`src/rtl/uart_pkg.sv`:
```
// Shared encodings for the UART receive port: FSM states, status bit positions
// and the status-count saturation helper.
package uart_pkg;

    typedef enum logic [1:0] {
        IDLE  = 2'd0,
        START = 2'd1,
        DATA  = 2'd2,
        STOP  = 2'd3
    } rx_state_e;

    localparam int unsigned ST_AVAIL = 0;
    localparam int unsigned ST_OVR   = 1;
    localparam int unsigned ST_FERR  = 2;
    localparam int unsigned ST_BUSY  = 3;

    // The status byte only has a 4-bit count field.
    function automatic logic [3:0] sat_count(input logic [7:0] cnt);
        return (cnt > 8'd15) ? 4'hF : cnt[3:0];
    endfunction

endpackage

```
`src/rtl/sync_fifo.sv`:
```
// Fall-through FIFO: head always holds the oldest entry (zero when empty);
// head, count, full and empty are all registered.
module sync_fifo #(
    parameter int unsigned WIDTH = 8,
    parameter int unsigned DEPTH = 4
) (
    input  logic                     clk,
    input  logic                     rst_n,
    input  logic                     push,
    input  logic                     pop,
    input  logic [WIDTH-1:0]         wr_data,
    output logic [WIDTH-1:0]         head,
    output logic                     full,
    output logic                     empty,
    output logic [$clog2(DEPTH):0]   count
);
    localparam int unsigned AW = $clog2(DEPTH);
    localparam int unsigned CW = AW + 1;

    logic [WIDTH-1:0] mem_q [DEPTH];
    logic [AW-1:0]    wr_ptr_q, rd_ptr_q, wr_ptr_d, rd_ptr_d;
    logic [CW-1:0]    count_d;
    logic [WIDTH-1:0] head_d;
    logic             do_push, do_pop;

    always_comb begin
        do_pop   = pop && !empty;
        do_push  = push && (!full || do_pop);
        rd_ptr_d = rd_ptr_q + AW'(do_pop);
        wr_ptr_d = wr_ptr_q + AW'(do_push);
        count_d  = count + CW'(do_push) - CW'(do_pop);
        head_d   = '0;
        // A push into a FIFO that is (or drains to) empty becomes the head directly.
        if (do_push && (count == CW'(do_pop)))
            head_d = wr_data;
        else if (count_d != '0)
            head_d = mem_q[rd_ptr_d];
    end

    always_ff @(posedge clk) begin
        if (do_push)
            mem_q[wr_ptr_q] <= wr_data;
    end

    always_ff @(posedge clk or negedge rst_n) begin
        if (!rst_n) begin
            wr_ptr_q <= '0;
            rd_ptr_q <= '0;
            count    <= '0;
            full     <= 1'b0;
            empty    <= 1'b1;
            head     <= '0;
        end else begin
            wr_ptr_q <= wr_ptr_d;
            rd_ptr_q <= rd_ptr_d;
            count    <= count_d;
            full     <= (count_d == CW'(DEPTH));
            empty    <= (count_d == '0);
            head     <= head_d;
        end
    end

endmodule

```
`src/rtl/uart_rx_port.sv`:
```
// 8N1 UART receiver feeding a fall-through byte FIFO; the CPU polls in_status,
// reads in_data and pops the head with a one-cycle rd_ack pulse.
module uart_rx_port
    import uart_pkg::*;
#(
    parameter int unsigned CLKS_PER_BIT = 434,
    parameter int unsigned FIFO_DEPTH   = 4
) (
    input  logic       clk,
    input  logic       reset,
    input  logic       rx,
    input  logic       rd_ack,
    output logic [7:0] in_data,
    output logic [7:0] in_status
);
    localparam int unsigned CNT_W = $clog2(CLKS_PER_BIT);
    localparam int unsigned CW    = $clog2(FIFO_DEPTH) + 1;
    localparam logic [CNT_W-1:0] HALF_BIT = CNT_W'(CLKS_PER_BIT / 2 - 1);
    localparam logic [CNT_W-1:0] FULL_BIT = CNT_W'(CLKS_PER_BIT - 1);

    rx_state_e        state_q, state_d;
    logic [CNT_W-1:0] cnt_q, cnt_d;
    logic [2:0]       bit_q, bit_d;
    logic [7:0]       shift_q, shift_d;
    logic             rx_meta, rxs, rxs_d;
    logic             busy_q, ovr_q, ovr_d, ferr_q, ferr_d;
    logic             push_c, ovr_set, ferr_set;
    logic             fifo_full, fifo_empty;
    logic [CW-1:0]    fifo_count;

    // Two-stage synchronizer plus one delayed copy for start-edge detection.
    always_ff @(posedge clk or negedge reset) begin
        if (!reset) begin
            rx_meta <= 1'b1;
            rxs     <= 1'b1;
            rxs_d   <= 1'b1;
        end else begin
            rx_meta <= rx;
            rxs     <= rx_meta;
            rxs_d   <= rxs;
        end
    end

    always_comb begin
        state_d  = state_q;
        cnt_d    = cnt_q;
        bit_d    = bit_q;
        shift_d  = shift_q;
        push_c   = 1'b0;
        ferr_set = 1'b0;
        case (state_q)
            IDLE: begin
                if (rxs_d && !rxs) begin
                    state_d = START;
                    cnt_d   = HALF_BIT;
                end
            end
            START: begin
                if (cnt_q == '0) begin
                    if (!rxs) begin
                        state_d = DATA;
                        cnt_d   = FULL_BIT;
                        bit_d   = 3'd0;
                    end else begin
                        state_d = IDLE;
                    end
                end else begin
                    cnt_d = cnt_q - CNT_W'(1);
                end
            end
            DATA: begin
                if (cnt_q == '0) begin
                    shift_d = {rxs, shift_q[7:1]};
                    cnt_d   = FULL_BIT;
                    if (bit_q == 3'd7)
                        state_d = STOP;
                    else
                        bit_d = bit_q + 3'd1;
                end else begin
                    cnt_d = cnt_q - CNT_W'(1);
                end
            end
            STOP: begin
                if (cnt_q == '0) begin
                    state_d  = IDLE;
                    push_c   = rxs;
                    ferr_set = !rxs;
                end else begin
                    cnt_d = cnt_q - CNT_W'(1);
                end
            end
            default: state_d = IDLE;
        endcase
        // A pop in the same cycle makes room, so only an unacknowledged full push overruns.
        ovr_set = push_c && fifo_full && !rd_ack;
        ovr_d   = ovr_set || (ovr_q && !rd_ack);
        ferr_d  = ferr_set || (ferr_q && !rd_ack);
    end

    always_ff @(posedge clk or negedge reset) begin
        if (!reset) begin
            state_q <= IDLE;
            cnt_q   <= '0;
            bit_q   <= '0;
            shift_q <= '0;
            busy_q  <= 1'b0;
            ovr_q   <= 1'b0;
            ferr_q  <= 1'b0;
        end else begin
            state_q <= state_d;
            cnt_q   <= cnt_d;
            bit_q   <= bit_d;
            shift_q <= shift_d;
            busy_q  <= (state_d != IDLE);
            ovr_q   <= ovr_d;
            ferr_q  <= ferr_d;
        end
    end

    sync_fifo #(
        .WIDTH (8),
        .DEPTH (FIFO_DEPTH)
    ) u_fifo (
        .clk     (clk),
        .rst_n   (reset),
        .push    (push_c),
        .pop     (rd_ack),
        .wr_data (shift_q),
        .head    (in_data),
        .full    (fifo_full),
        .empty   (fifo_empty),
        .count   (fifo_count)
    );

    // Status byte is pure wiring of registered state plus the count clamp.
    always_comb begin
        in_status           = '0;
        in_status[ST_AVAIL] = !fifo_empty;
        in_status[ST_OVR]   = ovr_q;
        in_status[ST_FERR]  = ferr_q;
        in_status[ST_BUSY]  = busy_q;
        in_status[7:4]      = sat_count(8'(fifo_count));
    end

endmodule

```
`config.mk`:
```
export PLATFORM = sky130hd
export DESIGN_NAME = uart_rx_port
export DESIGN_NICKNAME = d
export VERILOG_FILES = /design/src/rtl/uart_pkg.sv /design/src/rtl/sync_fifo.sv /design/src/rtl/uart_rx_port.sv
export SDC_FILE = /design/constraint.sdc
export NUM_CORES = 1
export LEC_CHECK = 0
export CORE_UTILIZATION = 36
export CTS_BUF_LIST = sky130_fd_sc_hd__clkbuf_8 sky130_fd_sc_hd__clkbuf_16
export DETAILED_ROUTE_END_ITERATION = 7
export DONT_BUFFER_PORTS = 1
export GPL_TIMING_DRIVEN = 0
export SLEW_MARGIN = 20
export SYNTH_ARGS = -nofsm -noshare
export SYNTH_HDL_FRONTEND = slang
export SYNTH_SLANG_ARGS = --single-unit
```
`constraint.sdc`:
```
create_clock -name clk -period 4.1 [get_ports clk]
set_input_delay 0.41 -clock clk [delete_from_list [all_inputs] [get_ports clk]]
set_output_delay 0.41 -clock clk [all_outputs]
set_load 0.005 [all_outputs]
```
==> metrics.txt <==
Peak supply drop 0.285 mV; CTS Buffer Depth 2; clock share of power 0.215; Worst R2R Start cnt_q[0]; I/O pins 20; post_cts resized 0; Setup Skew 0.00603 ns; Nets 275; RSZ-0062 raised after global routing false; status completed; Worst Reg-to-Reg Cells 9; # DRC 0; setup TNS 0 ns; P&R area growth vs syn 11.6%; crit-path max FO 8; CTS H-tree depth 3; worst path arrival time 3.77 ns; global-route wire length before repair 10100 um; Final Max Slew Viols 0; crit path capture type flip-flop; largest net degree at the start of global routing 46; share of cells above drive strength 1 0.186; Max Freq 283 MHz; die width 99.7 um; synthesized cell area 3440 um^2; cts bufs inserted 9; via-per-instance ratio 5.05; R2R setup slack 0.56 ns; clock-pin slew on the worst setup and hold paths 0.08 ns; PwrDens 664 nW/um^2; worst-margin pin slew 0.966 ns; # diodes 0; final worst-path cycle share 0.863; Root Buffer clkbuf_8; Yosys top cell area share 0.299; CP max stage delay 0.54 ns; most common cell in the netlist dfrtp_1; DR WL/cell 15.5 um; switching pwr 0.911 mW; vias in the first global route 2019; EDFF count, synth 32; gr ovfl total 0; Die ar. 9940 um^2; hold crit path type primary input to flip-flop; GR Util All Layers 0.137; ys flop type dfrtp_1; switching share of total power 0.358; CTS tree done; Iter 0 DRT Violations 110; most frequent cells after synthesis dfrtp_1, edfxtp_1, inv_1; Slew headroom 0.354; worst path cell trace inv_1 -> ha_1 -> or4b_1 -> a2111oi_4 -> ha_1 -> fa_1 -> nor3_1 -> a31oi_2 -> a22o_1; cell taking the most area after synthesis dfrtp_1; die height 99.7 um; drt first pass iters 4; Detailed Route WL 6060 um; Clock Sinks 77; Post-Synthesis Cells 245; Mapped Avg Cell Area 14.0 um^2; max cap viols 0; ANT nets after route 0; FP Rows 35; setup violators final 0; placer's final routability congestion estimate 0.865; top cells by area, synth dfrtp_1, edfxtp_1, mux4_2; post-synthesis sequential area ratio 0.609; hold path cells 0; Combinational Power Share 0.373; Buffers on Ports 0; vias 1979; Setup crit start kind flip-flop; Pleak 1.60 nW; final hold viol count 0; starting density of the core 0.372; sequential share of power 0.413; total power 2.55 mW; Final min period 3.54 ns; Critical Path RT 4.33 ns; Yosys reg bits 77; initial antenna violation count 0; Worst-Skew Late Latency 0.34 ns; synth warn 0; count of unique library cells instantiated by Yosys 55; capturing point of the worst reg2reg path u_fifo.head[6]; asr flop ratio synth 0.584; Layout fillers 839; Int Pwr 1.64 mW; CP dominant cell by count ha_1; critical path type flip-flop to flip-flop; core area 9240 um^2; Hold Crit Start rx; DP Wirelength 3980 um; worst hold endpoint rx_meta; CP max-delay cell or4b_1; Synth Net Count 262
[per-stage QoR]
stage	setup slack (ns)	hold WS (ns)	util	cells	instance area, um^2
after floorplan	1.09	0.114	-	245	3440
after global placement	0.596	0.116	0.389	374	3600
after detailed placement	0.583	0.116	0.390	374	3600
after CTS	0.531	0.0332	0.415	392	3830
after global routing	0.280	0.0202	0.415	392	3830
final	0.561	0.0593	0.415	392	3830
[what timing repair did]
| item | 4_1_cts | 5_1_grt |
|---|---|---|
| hold buffers | 2 | 0 |
| endpoints found under the hold margin | 45 | 0 |
| buffers inserted | 0 | 0 |
[cells in the final DEF (no fill, tap or decap), types with 2 or more instances in the layout]
cell,count
a21o_1,2
a21oi_1,7
a22o_1,8
a2bb2oi_1,2
a31oi_1,7
a32o_1,3
and3_1,3
buf_1,2
buf_4,5
clkbuf_1,3
clkbuf_8,9
clkinv_4,3
dfrtp_1,41
dfstp_2,4
edfxtp_1,32
ha_1,12
inv_1,19
mux2_2,9
mux2i_1,3
mux4_2,8
nand2_1,13
nand2b_1,2
nand4_1,2
nor2_1,10
nor2b_1,3
nor3_1,3
nor3b_1,2
o21a_1,2
o21ai_0,6
o22a_1,2
o31ai_1,2
or3_1,2
xor2_1,2
[worst max-delay path by stage]
stage	startpoint	to	slack (ns)	depth (start not counted)
floorplan	cnt_q[0]	u_fifo.head[6]	1.09	9
global placement	cnt_q[0]	u_fifo.head[6]	0.60	9
detailed placement	cnt_q[0]	u_fifo.head[6]	0.58	9
CTS	cnt_q[0]	u_fifo.head[6]	0.53	9
global route	cnt_q[0]	u_fifo.head[6]	0.28	9
finish	cnt_q[0]	u_fifo.head[6]	0.56	9
[cell families after synthesis]
group | count (synthesis) | share of synthesized area
xor gates and xnor gates | 3 | 0.0117
other | 1 | 0.00109
AOI/OAI and AO/OA | 54 | 0.123
adders and majority gates | 13 | 0.0495
muxes | 20 | 0.0907
buffers and inverters | 29 | 0.0375
DFF | 77 | 0.609
and+or+nand+nor | 48 | 0.0779
[cell type report]
type	count	area [um^2]	area share
well taps	129	161	0.0421
plain buffers	11	61.3	0.0160
inverters	18	67.6	0.0176
flip-flops and latches	77	2090	0.546
clock inverters	6	46.3	0.0121
repair buffers	2	37.5	0.00979
multi-input cells	139	1220	0.318
clock buffers	10	149	0.0388
[registers in the layout, indices dropped and copies added (netlist names)]
| register | count |
|---|---|
| u_fifo.mem_q | 32 |
| cnt_q | 9 |
| shift_q | 8 |
| u_fifo.head | 8 |
| bit_q | 3 |
| u_fifo.count | 3 |
| state_q | 2 |
| u_fifo.rd_ptr_q | 2 |
| u_fifo.wr_ptr_q | 2 |
| busy_q | 1 |
| ferr_q | 1 |
| ovr_q | 1 |
| rx_meta | 1 |
| rxs | 1 |
| rxs_d | 1 |
| u_fifo.empty | 1 |
| u_fifo.full | 1 |
[power groups by stage]
stage	Sequential, mW	Combinational (mW)	Clock (mW)
2_1_floorplan	1.04	0.761	0
3_3_place_gp	1.07	0.928	0
3_5_place_dp	1.07	0.942	0
4_1_cts	1.05	0.962	0.565
5_1_grt	1.08	1.08	0.600
6_report	1.05	0.950	0.547
[worst max-delay path, delay by kind of cell, from the launching register on]
family	cells	cell delay [ns]
fa+ha+maj	3	0.95
buf+inv	1	0.11
flops	1	0.42
simple gates	2	0.90
compound gates	3	1.06
[metal layers]
metal  share of wire  global-route usage  vias up
li1                -                   -      945
met1            0.43               0.167      990
met2            0.52               0.228       38
met3           0.036              0.0436        6
met4           0.011              0.0464        0
met5               0                   0        -
Note: power is estimated with default switching activity, not from simulation.
